$ cat src/rtl/mem_responder.sv
// Single-outstanding memory responder: samples a bus request in IDLE, waits a
// fixed number of cycles, then completes it against a 2**ADDR_W x DATA_W array.
module mem_responder #(
  parameter int WAIT_STATES = 1,
  parameter int ADDR_W      = 8,
  parameter int DATA_W      = 8
) (
  input  logic              clk,
  input  logic              rst_n,
  input  logic              req,
  input  logic              we,
  input  logic              fetch,
  input  logic [ADDR_W-1:0] address,
  input  logic [DATA_W-1:0] wdata,
  output logic              ack,
  output logic [DATA_W-1:0] rdata,
  output logic [DATA_W-1:0] ir,
  output logic              busy,
  output logic              err
);

  typedef enum logic [1:0] {IDLE, WAIT, RESP} state_t;

  state_t              state_reg;
  logic [2:0]          cnt_reg;
  logic [ADDR_W-1:0]   addr_reg;
  logic                we_reg;
  logic                fetch_reg;
  logic [DATA_W-1:0]   wdata_reg;
  logic [DATA_W-1:0]   mem [2**ADDR_W];

  logic                complete;
  logic [ADDR_W-1:0]   op_addr;
  logic                op_we;
  logic                op_fetch;
  logic [DATA_W-1:0]   op_wdata;

  // With no wait states the request completes on its sampling edge, so the
  // operands come straight from the bus instead of the latched copies.
  always_comb begin
    if (WAIT_STATES == 0) begin
      complete = (state_reg == IDLE) && req;
      op_addr  = address;
      op_we    = we;
      op_fetch = fetch;
      op_wdata = wdata;
    end else begin
      complete = (state_reg == WAIT) && (cnt_reg == 3'd0);
      op_addr  = addr_reg;
      op_we    = we_reg;
      op_fetch = fetch_reg;
      op_wdata = wdata_reg;
    end
  end

  // Memory has no reset; a request dropped by reset must not write.
  always_ff @(posedge clk) begin
    if (rst_n && complete && op_we)
      mem[op_addr] <= op_wdata;
  end

  always_ff @(posedge clk or negedge rst_n) begin
    if (!rst_n) begin
      state_reg <= IDLE;
      cnt_reg   <= 3'd0;
      addr_reg  <= '0;
      we_reg    <= 1'b0;
      fetch_reg <= 1'b0;
      wdata_reg <= '0;
      ack       <= 1'b0;
      err       <= 1'b0;
      busy      <= 1'b0;
      rdata     <= '0;
      ir        <= '0;
    end else begin
      ack <= 1'b0;
      err <= 1'b0;
      case (state_reg)
        IDLE: begin
          if (req) begin
            addr_reg  <= address;
            we_reg    <= we;
            fetch_reg <= fetch;
            wdata_reg <= wdata;
            busy      <= 1'b1;
            if (WAIT_STATES == 0) begin
              state_reg <= RESP;
            end else begin
              state_reg <= WAIT;
              cnt_reg   <= 3'(WAIT_STATES - 1);
            end
          end
        end
        WAIT: begin
          if (cnt_reg == 3'd0)
            state_reg <= RESP;
          else
            cnt_reg <= cnt_reg - 3'd1;
        end
        RESP: begin
          state_reg <= IDLE;
          busy      <= 1'b0;
        end
        default: begin
          state_reg <= IDLE;
          busy      <= 1'b0;
        end
      endcase

      if (complete) begin
        ack <= 1'b1;
        err <= op_fetch & op_we;
        // Illegal fetch+write still writes but never touches rdata or ir.
        if (!op_we) begin
          rdata <= mem[op_addr];
          if (op_fetch)
            ir <= mem[op_addr];
        end
      end
    end
  end

endmodule

$ cat config.mk
export PLATFORM = sky130hd
export DESIGN_NAME = mem_responder
export DESIGN_NICKNAME = d
export VERILOG_FILES = /design/src/rtl/mem_responder.sv
export SDC_FILE = /design/constraint.sdc
export NUM_CORES = 2
export LEC_CHECK = 0
export CAP_MARGIN = 20
export CORE_MARGIN = 2
export CORE_UTILIZATION = 57
export DETAILED_ROUTE_END_ITERATION = 7
export GPL_TIMING_DRIVEN = 0
export PLACE_DENSITY_LB_ADDON = 0.3
export SLEW_MARGIN = 20
export SYNTH_ARGS = -nofsm -noshare
export SYNTH_HDL_FRONTEND = slang
export SYNTH_SLANG_ARGS = --single-unit
$ cat constraint.sdc
create_clock -name clk -period 5.1 [get_ports clk]
set_input_delay 1.02 -clock clk [delete_from_list [all_inputs] [get_ports clk]]
set_output_delay 1.02 -clock clk [all_outputs]
set_load 0.005 [all_outputs]
==> implementation parameters <==
Parameter                              Value

Run status
  Outcome ... complete, but fails checks
  Violations in the final reports ... setup timing

Timing
  Setup repair after global routing missed its margin ... yes
  Post-Route Skew ... a little under 0.07 ns
  Final critical-path required period ... about 5.4 ns
  Final Hold Violating Endpoints ... 0
  Final Cycle Share ... 1.049
  Final setup vio count ... 418
  Final-report max-slew violation count ... 0
  Slew at the pin closest to its max-slew limit ... approximately 1.2 ns
  Worst relative slew slack ... 0.1940
  Minimum setup slack in the final design ... -0.2509 ns
  Highest Clock Rate ... ~190 MHz
  Setup TNS ... -40.07 ns

Yosys
  Warnings, synthesis ... 0
  Synthesized area per cell ... ~20 µm²
  Netlist area before placement ... 81180 µm²
  Sequential fraction of the synthesis area ... 0.7705
  Number of flops mapped to enable cells by yosys ... a little over 2k
  Synth unique cells ... 59
  Share of flip-flops with an asynchronous set or reset after synthesis ... 0.02010
  Most instantiated flip-flop cell in the synthesis netlist ... edfxtp_1
  Post-synthesis net count ... about 4.1k
  Number of cells produced by synthesis ... 4113
  Post-synthesis sequential element count ... 2090

Power
  Total design power ... roughly 53 mW
  Leak pwr ... 29.21 nW
  Largest voltage drop on the vdd net ... a little over 0.0006 V
  Pwr/cell area ... 584.2 nW/µm²

Final layout
  Utilization of the core after routing ... 0.6469
  Leading cell type in the layout, fill and taps excluded ... edfxtp_1
  Multi-input gate area in the final layout ... about 18000 µm²
  Max reg flops ... 2048
  Commonest non-fill, non-tap cells in the layout ... 2048 x edfxtp_1, 406 x mux2i_1, 317 x mux4_2, 201 x clkbuf_16, 188 x nor2_1
  Fill count ... 9137
  Final-stage net count ... ~4.4k
  Final Instance Area ... just over 90000 µm²
  Area growth from synthesis to layout ... 12.69%
  Share of final-layout standard cells stronger than drive strength 1 ... 0.1996
  Area of all sequential standard cells ... 62580 µm²
  Register containing the most flip-flops in the final layout ... mem

Floorplan
  Overall die height ... approximately 380 µm
  Floorplan die width ... roughly 380 µm
  FP Rows ... 138
  Core outline area ... approximately 140000 µm²
  Initial cell density of the core ... 0.5740
  I/O pins ... 40
  Die ar. ... about 150000 µm²

Clock tree
  Later-pin clock latency in the skew report ... 0.86 ns
  Total number of clock tree sinks ... 2090
  CTS Root Cell ... clkbuf_16
  Post-CTS Repair Setup Buffers ... 0
  Clock tree buffer depth ... 3
  Clk slew on worst S/H paths ... approximately 0.07 ns
  Num CTS Buffers ... ~200
  Depth of the CTS H-tree ... 4
  TritonCTS clock tree ... yes

Setup path
  Arrival time at the worst endpoint ... around 5.8 ns
  Data required, critical path ... ~5.5 ns
  CP cell instances ... buf_2 > buf_4 > buf_4 > buf_2 > buf_2 > buf_2 > nor3_1 > nand2_1 > clkbuf_2 > buf_16 > nor2_1
  CP endpoint kind ... flop
  Category of the most critical setup path ... reg -> reg
  CP max stage cell ... nand2_1
  Crit path launch ... addr_reg[1]
  Cell repeated most along the worst path ... buf_2
  CP Max Fanout ... 10
  Critical path buffer and inverter count ... 8
  Max stage delay on crit path ... between 0.8 and 0.9 ns
  Family of cells with the greatest summed delay on the critical path ... buffers and inverters
  Kind of start point of the critical path ... flop
  Critical R2R Launch ... addr_reg[1]

Placed design
  Routability cong. ... approximately 0.95
  Setup slack at placement ... -0.2515 ns
  Total of buffers placed on input and output ports ... 39
  Placed cell areas ... about 85000 µm²
  Dpl hpwl ... ~150 mm

Global routing
  Overflow after GRT ... 0
  Maximum number of pins on one net before global-route repair ... 80
  Number of global-route vias before repair ... 42.92k
  Total routing usage reported by global routing ... 0.3076
  Wire length of the first global-routing pass ... between 300 and 400 mm
  Antenna violations before repair ... 13

Route
  Antenna Nets Post-Route ... 0
  First drt pass iteration count ... 8
  Total via count in the routed design ... roughly 44k
  Via density per instance ... about 6.8
  DRC marker count from the first detailed-route iteration ... about 6.7k
  Total Routed Length ... 222.9 mm
  # DRC ... 0
  Routed length per instance ... approximately 35 µm

Hold path
  Min-delay worst type ... in -> async

Run
  Number of violations of the max-capacitance limit ... 0
==> cell type report <==
type                            instances  area share
Sequential cell                      2090      0.6841
Multi-Input combinational cell       1758      0.1914
Clock buffer                          245     0.05723
Tap cell                             1890     0.02585
Clock inverter                        125     0.01195
Timing Repair Buffer                   76     0.01417
Buffer                                257     0.01477
Inverter                                8   0.0003283
Antenna cell                            7   0.0001915
==> final timing paths <==
path | end | slack [ns] | cells after the start
min in group clk | cnt_reg[1] | 0.48 | 2
max | mem[109][4] | -0.25 | 11
min | op_wdata[1] | 0.19 | 1
max in group asynchronous | addr_reg[3] | 4.39 | 1
min reg2reg | cnt_reg[1] | 0.48 | 2
max reg2reg | mem[109][4] | -0.25 | 11
==> routing by layer <==
metal	wire length [µm]	global-route usage	vias up
met4	13260	0.1709	10
met2	101200	0.4545	3218
li1	-	-	17484
met5	77	0	-
met3	28640	0.09425	616
met1	79730	0.4122	22341
==> per-stage QoR <==
stage	instances	hold WS, ns
floorplan	4113	0.4431
global placement	6042	0.4668
detailed placement	6079	0.4723
CTS	6449	0.1907
global route	6449	0.2235
finish	6456	0.1858
==> kinds of logic after synthesis <==
kind of cell	count (synthesis)	share of synthesized area
flip-flops	2090	0.7705
AO/OA/AOI/OAI	395	0.03420
adder cells (fa/ha/maj)	2	0.0003082
multiplexers	747	0.1428
buffers and inverters	265	0.01668
AND/OR/NAND/NOR	614	0.03545
==> cell usage after synthesis (23+ instances only) <==
| master | count | area [µm²] |
|---|---|---|
| buf_1 | 28 | 105.1 |
| edfxtp_1 | 2048 | 61500 |
| o21ai_0 | 66 | 330.3 |
| nand4_1 | 24 | 150.1 |
| mux2i_1 | 406 | 4064 |
| mux4_2 | 317 | 7139 |
| a22oi_1 | 142 | 1066 |
| dfrtp_1 | 42 | 1051 |
| nand3_1 | 114 | 570.6 |
| nor2_1 | 270 | 1013 |
| nor2b_1 | 24 | 150.1 |
| buf_2 | 82 | 410.4 |
| clkbuf_1 | 104 | 390.4 |
| and3_1 | 23 | 143.9 |
| buf_4 | 25 | 187.7 |
| a221oi_1 | 63 | 551.8 |
| o22ai_1 | 33 | 206.5 |
| nand2_1 | 95 | 356.6 |
==> worst reg2reg max path, delay by kind of cell (launching register included) <==
kind / cells / cell delay, ns
buffers and inverters: 8 / 2.56
flip-flops: 1 / 0.38
AND/OR/NAND/NOR: 3 / 2.01
==> where the power goes <==
| group | internal (mW) | switching (mW) | leakage [nW] |
|---|---|---|---|
| combinational | 5.53 | 11.2 | 7.19 |
| clock | 8.06 | 6.40 | 3.10 |
| sequential | 21.6 | 0.676 | 18.9 |
| total | 35.1 | 18.3 | 29.2 |
==> repair_timing <==
action | in CTS | in global routing
pin swaps | 0 | 0
resized for setup | 48 | 49
endpoints found under the setup margin | 679 | 775
hold buffers | 0 | 0
Power figures use the tool's default switching activity.
